## src/rtl/arm_pipe_pkg.sv

```systemverilog
// Shared types and constants for the ARM-style pipeline: decode control
// word, forwarding select encoding and the PC register address.
package arm_pipe_pkg;

  // R15 reads the PC; it is never written through the pipeline
  localparam logic [3:0] REG_PC = 4'hF;

  typedef struct packed {
    logic       regwrite;
    logic       memtoreg;
    logic       memwrite;
    logic       alusrc;
    logic       branch;
    logic [1:0] alucontrol;
    logic [1:0] flagwrite;
    logic [3:0] cond;
  } ctrl_t;

  // A bubble carries no architectural side effects
  localparam ctrl_t CTRL_BUBBLE = '0;

  typedef enum logic [1:0] {
    FWD_NONE = 2'b00,
    FWD_WB   = 2'b01,
    FWD_MEM  = 2'b10
  } fwd_sel_e;

endpackage

```

## src/rtl/idex_stage_hazard_unit.sv

```systemverilog
// Hazard detection for the D->E boundary: register address compares,
// WB-to-D bypass selects, E-stage forwarding selects, load-use and branch
// stall/flush generation.
// Build option: IDEX_FORWARD_EN enables MEM/WB forwarding into E; without
// it, any RAW against an in-flight writer stalls D until the writer is in WB.
module hazard_unit
  import arm_pipe_pkg::*;
#(
  parameter int AW = 4
) (
  input  logic          reset,
  input  logic [AW-1:0] ra1D,
  input  logic [AW-1:0] ra2D,
  input  logic [AW-1:0] ra1E,
  input  logic [AW-1:0] ra2E,
  input  logic [AW-1:0] wa3E,
  input  logic          regwriteE,
  input  logic          memtoregE,
  input  logic          validE,
  input  logic [AW-1:0] wa3M,
  input  logic          regwriteM,
  input  logic [AW-1:0] wa3W,
  input  logic          regwriteW,
  input  logic          branchtakenE,
  output fwd_sel_e      fwd_a,
  output fwd_sel_e      fwd_b,
  output logic          byp1D,
  output logic          byp2D,
  output logic          stallF,
  output logic          stallD,
  output logic          flushD,
  output logic          flushE
);

  localparam logic [AW-1:0] PC_ADDR = AW'(REG_PC);

  // A read address matches a pending write; the PC is never a match
  function automatic logic hit(input logic [AW-1:0] ra,
                               input logic [AW-1:0] wa,
                               input logic          we);
    return we && (ra == wa) && (ra != PC_ADDR);
  endfunction

  logic ldstall;
  logic raw_stall;

`ifdef IDEX_FORWARD_EN
  // E-stage operand source select, MEM result takes priority over WB
  always_comb begin
    fwd_a = FWD_NONE;
    fwd_b = FWD_NONE;
    if (hit(ra1E, wa3M, regwriteM))      fwd_a = FWD_MEM;
    else if (hit(ra1E, wa3W, regwriteW)) fwd_a = FWD_WB;
    if (hit(ra2E, wa3M, regwriteM))      fwd_b = FWD_MEM;
    else if (hit(ra2E, wa3W, regwriteW)) fwd_b = FWD_WB;
  end

  assign raw_stall = 1'b0;
`else
  // No forwarding paths: hold D while a writer sits in E or M
  assign fwd_a = FWD_NONE;
  assign fwd_b = FWD_NONE;
  assign raw_stall = hit(ra1D, wa3E, regwriteE && validE) ||
                     hit(ra2D, wa3E, regwriteE && validE) ||
                     hit(ra1D, wa3M, regwriteM) ||
                     hit(ra2D, wa3M, regwriteM);

  logic unused_e_addr;
  assign unused_e_addr = ^{ra1E, ra2E};
`endif

  // WB-to-D bypass, load-use detection and the resulting stall/flush
  always_comb begin
    byp1D   = hit(ra1D, wa3W, regwriteW);
    byp2D   = hit(ra2D, wa3W, regwriteW);
    ldstall = memtoregE && validE &&
              (hit(ra1D, wa3E, 1'b1) || hit(ra2D, wa3E, 1'b1));
    stallF  = !reset && (ldstall || raw_stall);
    stallD  = !reset && (ldstall || raw_stall);
    flushD  = !reset && branchtakenE;
    flushE  = ldstall || raw_stall || branchtakenE;
  end

endmodule

```

## src/rtl/idex_stage.sv

```systemverilog
// Decode-to-execute pipeline register with RAW hazard handling: captures
// operands (with WB-to-D bypass), immediate, addresses and control into E,
// forwards MEM/WB results onto the E operands and inserts bubbles on
// load-use stalls and taken branches.
// Build option: IDEX_FORWARD_EN (see hazard_unit) selects forwarding versus
// stall-until-WB; the default build has forwarding disabled.
module idex_stage
  import arm_pipe_pkg::*;
#(
  parameter int DW = 32,
  parameter int AW = 4
) (
  input  logic          clk,
  input  logic          reset,
  input  logic [DW-1:0] rd1D,
  input  logic [DW-1:0] rd2D,
  input  logic [AW-1:0] ra1D,
  input  logic [AW-1:0] ra2D,
  input  logic [AW-1:0] wa3D,
  input  logic [DW-1:0] extimmD,
  input  ctrl_t         ctrlD,
  input  logic [DW-1:0] aluresultM,
  input  logic [AW-1:0] wa3M,
  input  logic          regwriteM,
  input  logic [DW-1:0] resultW,
  input  logic [AW-1:0] wa3W,
  input  logic          regwriteW,
  input  logic          branchtakenE,
  output logic [DW-1:0] srcAE,
  output logic [DW-1:0] writedataE,
  output logic [DW-1:0] extimmE,
  output logic [AW-1:0] wa3E,
  output ctrl_t         ctrlE,
  output logic          validE,
  output logic          stallF,
  output logic          stallD,
  output logic          flushD
);

  logic [DW-1:0] rd1E_d, rd1E_q;
  logic [DW-1:0] rd2E_d, rd2E_q;
  logic [DW-1:0] extimmE_d, extimmE_q;
  logic [AW-1:0] ra1E_d, ra1E_q;
  logic [AW-1:0] ra2E_d, ra2E_q;
  logic [AW-1:0] wa3E_d, wa3E_q;
  ctrl_t         ctrlE_d, ctrlE_q;
  logic          validE_d, validE_q;

  fwd_sel_e fwd_a;
  fwd_sel_e fwd_b;
  logic     byp1D;
  logic     byp2D;
  logic     flushE;

  hazard_unit #(.AW(AW)) u_hazard (
    .reset        (reset),
    .ra1D         (ra1D),
    .ra2D         (ra2D),
    .ra1E         (ra1E_q),
    .ra2E         (ra2E_q),
    .wa3E         (wa3E_q),
    .regwriteE    (ctrlE_q.regwrite),
    .memtoregE    (ctrlE_q.memtoreg),
    .validE       (validE_q),
    .wa3M         (wa3M),
    .regwriteM    (regwriteM),
    .wa3W         (wa3W),
    .regwriteW    (regwriteW),
    .branchtakenE (branchtakenE),
    .fwd_a        (fwd_a),
    .fwd_b        (fwd_b),
    .byp1D        (byp1D),
    .byp2D        (byp2D),
    .stallF       (stallF),
    .stallD       (stallD),
    .flushD       (flushD),
    .flushE       (flushE)
  );

  // Next E contents: D fields with same-edge WB bypass, or a bubble on flush
  always_comb begin
    // NOTE: every always_comb output is assigned up front so no path can
    // leave it holding its old value, which would infer a latch.
    rd1E_d    = byp1D ? resultW : rd1D;
    rd2E_d    = byp2D ? resultW : rd2D;
    extimmE_d = extimmD;
    ra1E_d    = ra1D;
    ra2E_d    = ra2D;
    wa3E_d    = wa3D;
    ctrlE_d   = ctrlD;
    validE_d  = 1'b1;
    if (flushE) begin
      rd1E_d    = '0;
      rd2E_d    = '0;
      extimmE_d = '0;
      ra1E_d    = '0;
      ra2E_d    = '0;
      wa3E_d    = '0;
      ctrlE_d   = CTRL_BUBBLE;
      validE_d  = 1'b0;
    end
  end

  // D/E pipeline register, cleared to a bubble by reset
  always_ff @(posedge clk or posedge reset) begin
    // NOTE: state updates use non-blocking assignments so every flop samples
    // its _d value from before the edge, independent of statement order.
    if (reset) begin
      rd1E_q    <= '0;
      rd2E_q    <= '0;
      extimmE_q <= '0;
      ra1E_q    <= '0;
      ra2E_q    <= '0;
      wa3E_q    <= '0;
      ctrlE_q   <= CTRL_BUBBLE;
      validE_q  <= 1'b0;
    end else begin
      rd1E_q    <= rd1E_d;
      rd2E_q    <= rd2E_d;
      extimmE_q <= extimmE_d;
      ra1E_q    <= ra1E_d;
      ra2E_q    <= ra2E_d;
      wa3E_q    <= wa3E_d;
      ctrlE_q   <= ctrlE_d;
      validE_q  <= validE_d;
    end
  end

  // Operand forwarding muxes; forced to zero while reset is held
  always_comb begin
    case (fwd_a)
      FWD_MEM: srcAE = aluresultM;
      FWD_WB:  srcAE = resultW;
      default: srcAE = rd1E_q;
    endcase
    case (fwd_b)
      FWD_MEM: writedataE = aluresultM;
      FWD_WB:  writedataE = resultW;
      default: writedataE = rd2E_q;
    endcase
    if (reset) begin
      srcAE      = '0;
      writedataE = '0;
    end
  end

  assign extimmE = extimmE_q;
  assign wa3E    = wa3E_q;
  assign ctrlE   = ctrlE_q;
  assign validE  = validE_q;

endmodule
```

## config.mk

```make
export PLATFORM = sky130hd
export DESIGN_NAME = idex_stage
export DESIGN_NICKNAME = d
export VERILOG_FILES = /design/src/rtl/arm_pipe_pkg.sv /design/src/rtl/idex_stage_hazard_unit.sv /design/src/rtl/idex_stage.sv
export SDC_FILE = /design/constraint.sdc
export NUM_CORES = 1
export LEC_CHECK = 0
export ABC_AREA = 1
export BUFFER_PORTS_ARGS = -buffer_cell sky130_fd_sc_hd__buf_2
export CAP_MARGIN = 20
export CORE_AREA = 2 2 127 129
export DETAILED_ROUTE_END_ITERATION = 6
export DIE_AREA = 0 0 129 131
export PLACE_DENSITY = 0.84
export SKIP_CTS_REPAIR_TIMING = 1
export SLEW_MARGIN = 0
export SYNTH_ARGS = -nofsm -noshare
export SYNTH_HDL_FRONTEND = slang
export SYNTH_HIERARCHICAL = 1
export SYNTH_SLANG_ARGS = --single-unit
```

## constraint.sdc

```tcl
create_clock -name clk -period 2.7 [get_ports clk]
set_clock_uncertainty 0.2 [all_clocks]
set_input_delay 0 -clock clk [delete_from_list [all_inputs] [get_ports clk]]
set_output_delay 0 -clock clk [all_outputs]
set_load 0.02 [all_outputs]
```

==> impl_metrics.prom <==
# TYPE chip_impl_metric gauge
chip_impl_metric{name="postLayoutSetupSlackWorst",unit="ps"} 141.8
chip_impl_metric{name="total_power",unit="mW"} 5.649
chip_impl_metric{name="layout.core_utilization",unit=""} 0.6846
chip_impl_metric{name="final_layout_size_suffix_gt1_frac",unit=""} 0.2460
chip_impl_metric{name="timing.max_slew.rel_slack",unit=""} 0.5386
chip_impl_metric{name="cts_made_buffers",unit=""} 17
chip_impl_metric{name="critical_path_arrival",unit="ps"} 2710
chip_impl_metric{name="maximum_clock_rate",unit="MHz"} 390.9
chip_impl_metric{name="crit_required",unit="ps"} 2850
chip_impl_metric{name="power.clock.fraction",unit=""} 0.414
chip_impl_metric{name="drc_viols",unit=""} 0
chip_impl_metric{name="seq_power_share",unit=""} 0.331
chip_impl_metric{name="grt_first_pass_wirelength",unit="um"} 31710
chip_impl_metric{name="leakagePower",unit="nW"} 6.406
chip_impl_metric{name="grt.total_usage",unit=""} 0.2427
chip_impl_metric{name="grt_start_max_net_pins",unit=""} 65
chip_impl_metric{name="final.hold.worst_slack",unit="ps"} 17.18
chip_impl_metric{name="p_sw_frac",unit=""} 0.3202
chip_impl_info{name="hp-class",value="primary input to async pin"} 1
chip_impl_info{name="sort_of_element_at_the_end_of_the_critical_path",value="flop"} 1
chip_impl_metric{name="source_to_sink_clock_delay_at_the_later_pin_of_the_worst_skew_pair",unit="ps"} 410
chip_impl_metric{name="start_util",unit=""} 0.4254
chip_impl_metric{name="clk_pin_slew",unit="ps"} 60
chip_impl_metric{name="timing.critical_path.fanout_max",unit=""} 36
chip_impl_metric{name="routabilityCongestion",unit=""} 0.8948
chip_impl_metric{name="multi_input_comb_area",unit="um2"} 2954
chip_impl_metric{name="num_rows",unit=""} 46
chip_impl_metric{name="timing.final.max_slew_violations",unit=""} 0
chip_impl_metric{name="final.min_clock_period",unit="ps"} 2558
chip_impl_metric{name="power.combinational.fraction",unit=""} 0.255
chip_impl_metric{name="total_die_area",unit="um2"} 16900
chip_impl_metric{name="synthesis.area_per_instance",unit="um2"} 6.499
chip_impl_metric{name="port_buffers",unit=""} 314
chip_impl_metric{name="finalWirelength",unit="um"} 27200
chip_impl_metric{name="ant_nets",unit=""} 0
chip_impl_metric{name="placeableCoreArea",unit="um2"} 15600
chip_impl_metric{name="placed_cells",unit=""} 1505
chip_impl_metric{name="grt_antenna_before_repair",unit=""} 1
chip_impl_metric{name="final_hold_viol_count",unit=""} 0
chip_impl_metric{name="die-width",unit="um"} 129
chip_impl_info{name="rsz0062_at_grt",value="false"} 1
chip_impl_metric{name="synth.cell_area",unit="um2"} 6635
chip_impl_metric{name="dpl_worst_slack",unit="ps"} 807.2
chip_impl_metric{name="clkSinkCount",unit=""} 114
chip_impl_info{name="run_status",value="complete, no violations"} 1
chip_impl_metric{name="max-vdd-ir-drop",unit="mV"} 0.5887
chip_impl_metric{name="worst_slew_pin_slew",unit="ps"} 691.3
chip_impl_metric{name="initialDrtViolationCount",unit=""} 642
chip_impl_metric{name="fillers",unit=""} 1144
chip_impl_metric{name="ys_warn_count",unit=""} 6
chip_impl_metric{name="final.period_utilization",unit=""} 0.9475
chip_impl_info{name="worst_setup_sp_type",value="flop"} 1
chip_impl_metric{name="total_negative_setup_slack",unit="ps"} 0
chip_impl_metric{name="net-switching-power",unit="mW"} 1.809
chip_impl_metric{name="num_vias",unit=""} 8475
chip_impl_metric{name="post_drt_via_cell_ratio",unit=""} 4.936
chip_impl_metric{name="h_tree_depth_reported_by_cts",unit=""} 4
chip_impl_info{name="clock-root-buffer",value="clkbuf_16"} 1
chip_impl_metric{name="syn_inst",unit=""} 1021
chip_impl_metric{name="p_per_area",unit="nW/um2"} 529.0
chip_impl_metric{name="maximum_clock_insertion_buffer_count",unit=""} 2
chip_impl_metric{name="area_delta_synth_final",unit="%"} 60.93
chip_impl_metric{name="stdcell_area",unit="um2"} 10680
chip_impl_metric{name="setup_viol",unit=""} 0
chip_impl_metric{name="grt.overflow.total",unit=""} 0
chip_impl_metric{name="seqCellArea",unit="um2"} 2853
chip_impl_metric{name="stdcell_count",unit=""} 1717
chip_impl_info{name="tritoncts",value="done"} 1
chip_impl_metric{name="drtPass1Iterations",unit=""} 6
chip_impl_metric{name="drv.max_cap_violation_count",unit=""} 0
chip_impl_metric{name="die_y",unit="um"} 131
chip_impl_info{name="criticalPathCategory",value="flop to flop"} 1
chip_impl_metric{name="routed_wire_length_per_instance",unit="um"} 15.84
chip_impl_metric{name="top_level_ports",unit=""} 315
chip_impl_metric{name="placed_cell_area",unit="um2"} 8278
chip_impl_metric{name="dp.final_hpwl",unit="um"} 14880
chip_impl_metric{name="p_int",unit="mW"} 3.840
chip_impl_metric{name="fin_nets",unit=""} 1689
chip_impl_metric{name="first_global_vias",unit=""} 6550
## cell usage in the layout (no fill, tap or decap), drive strengths merged
| master | n |
|---|---|
| a21oi | 5 |
| buf | 326 |
| bufinv | 2 |
| clkbuf | 18 |
| clkinv | 3 |
| clkinvlp | 1 |
| conb | 4 |
| dfrtp | 114 |
| diode | 1 |
| dlygate4sd3 | 179 |
| ha | 4 |
| inv | 147 |
| nand2 | 230 |
| nand3 | 5 |
| nand3b | 2 |
| nor2 | 316 |
| nor3 | 2 |
| o21a | 1 |
| o21ai | 131 |
| o22ai | 4 |
| xnor2 | 4 |
| xor2 | 2 |
## cell type report
| cell class | count | share of cell area |
|---|---|---|
| Antenna cell | 1 | 0.0002344 |
| Clock buffer | 18 | 0.04113 |
| Clock inverter | 14 | 0.01558 |
| Inverter | 139 | 0.04933 |
| Multi-Input combinational cell | 710 | 0.2767 |
| Sequential cell | 114 | 0.2672 |
| Tap cell | 216 | 0.02531 |
| Timing Repair Buffer | 505 | 0.3246 |
## worst paths after layout
path	startpoint	endpoint	slack (ps)	cells after the start
setup / recovery	wa3E[2]$_DFF_PP0_	rd2E_q[25]$_DFF_PP0_	140	13
min in group clk	regwriteM	validE$_DFF_PP0_	20	5
hold reg to reg	validE$_DFF_PP0_	validE$_DFF_PP0_	830	5
hold / removal	reset	rd2E_q[0]$_DFF_PP0_	20	3
max in group asynchronous	reset	validE$_DFF_PP0_	1370	4
setup reg to reg	wa3E[2]$_DFF_PP0_	rd2E_q[25]$_DFF_PP0_	140	13
## power groups by stage
| stage | registers [mW] | clock network (mW) | logic [mW] |
|---|---|---|---|
| CTS | 1.86 | 2.35 | 1.09 |
| floorplan | 1.95 | 0 | 0.649 |
| global placement | 1.89 | 0 | 1.08 |
| finish | 1.87 | 2.34 | 1.44 |
| detailed placement | 1.89 | 0 | 1.09 |
| global route | 1.88 | 2.45 | 1.56 |
## registers in the layout, indices dropped and copies added, names as in the netlist
name,flops
wa3E,4
rd2E_q,32
ctrlE,13
rd1E_q,32
validE,1
extimmE,32
## worst max-delay path, stage by stage (launching register included)
cell	delay, ps
dfrtp_1	400
inv_1	80
nand2_1	50
nand2_1	60
nor2_1	40
nand3_1	70
nand2_1	60
nand2_2	90
nand3_2	90
inv_2	60
buf_4	320
o21ai_0	200
nor2_1	180
dlygate4sd3_1	570
## layer usage
metal / track usage / vias to the layer above / part of all wire
met1: 0.2669 / 3846 / 0.36
met4: 0.09655 / 0 / 0.046
li1: - / 3971 / -
met3: 0.06148 / 112 / 0.091
met5: 0 / - / 0
met2: 0.4491 / 546 / 0.50
(Power assumes the default switching activity.)
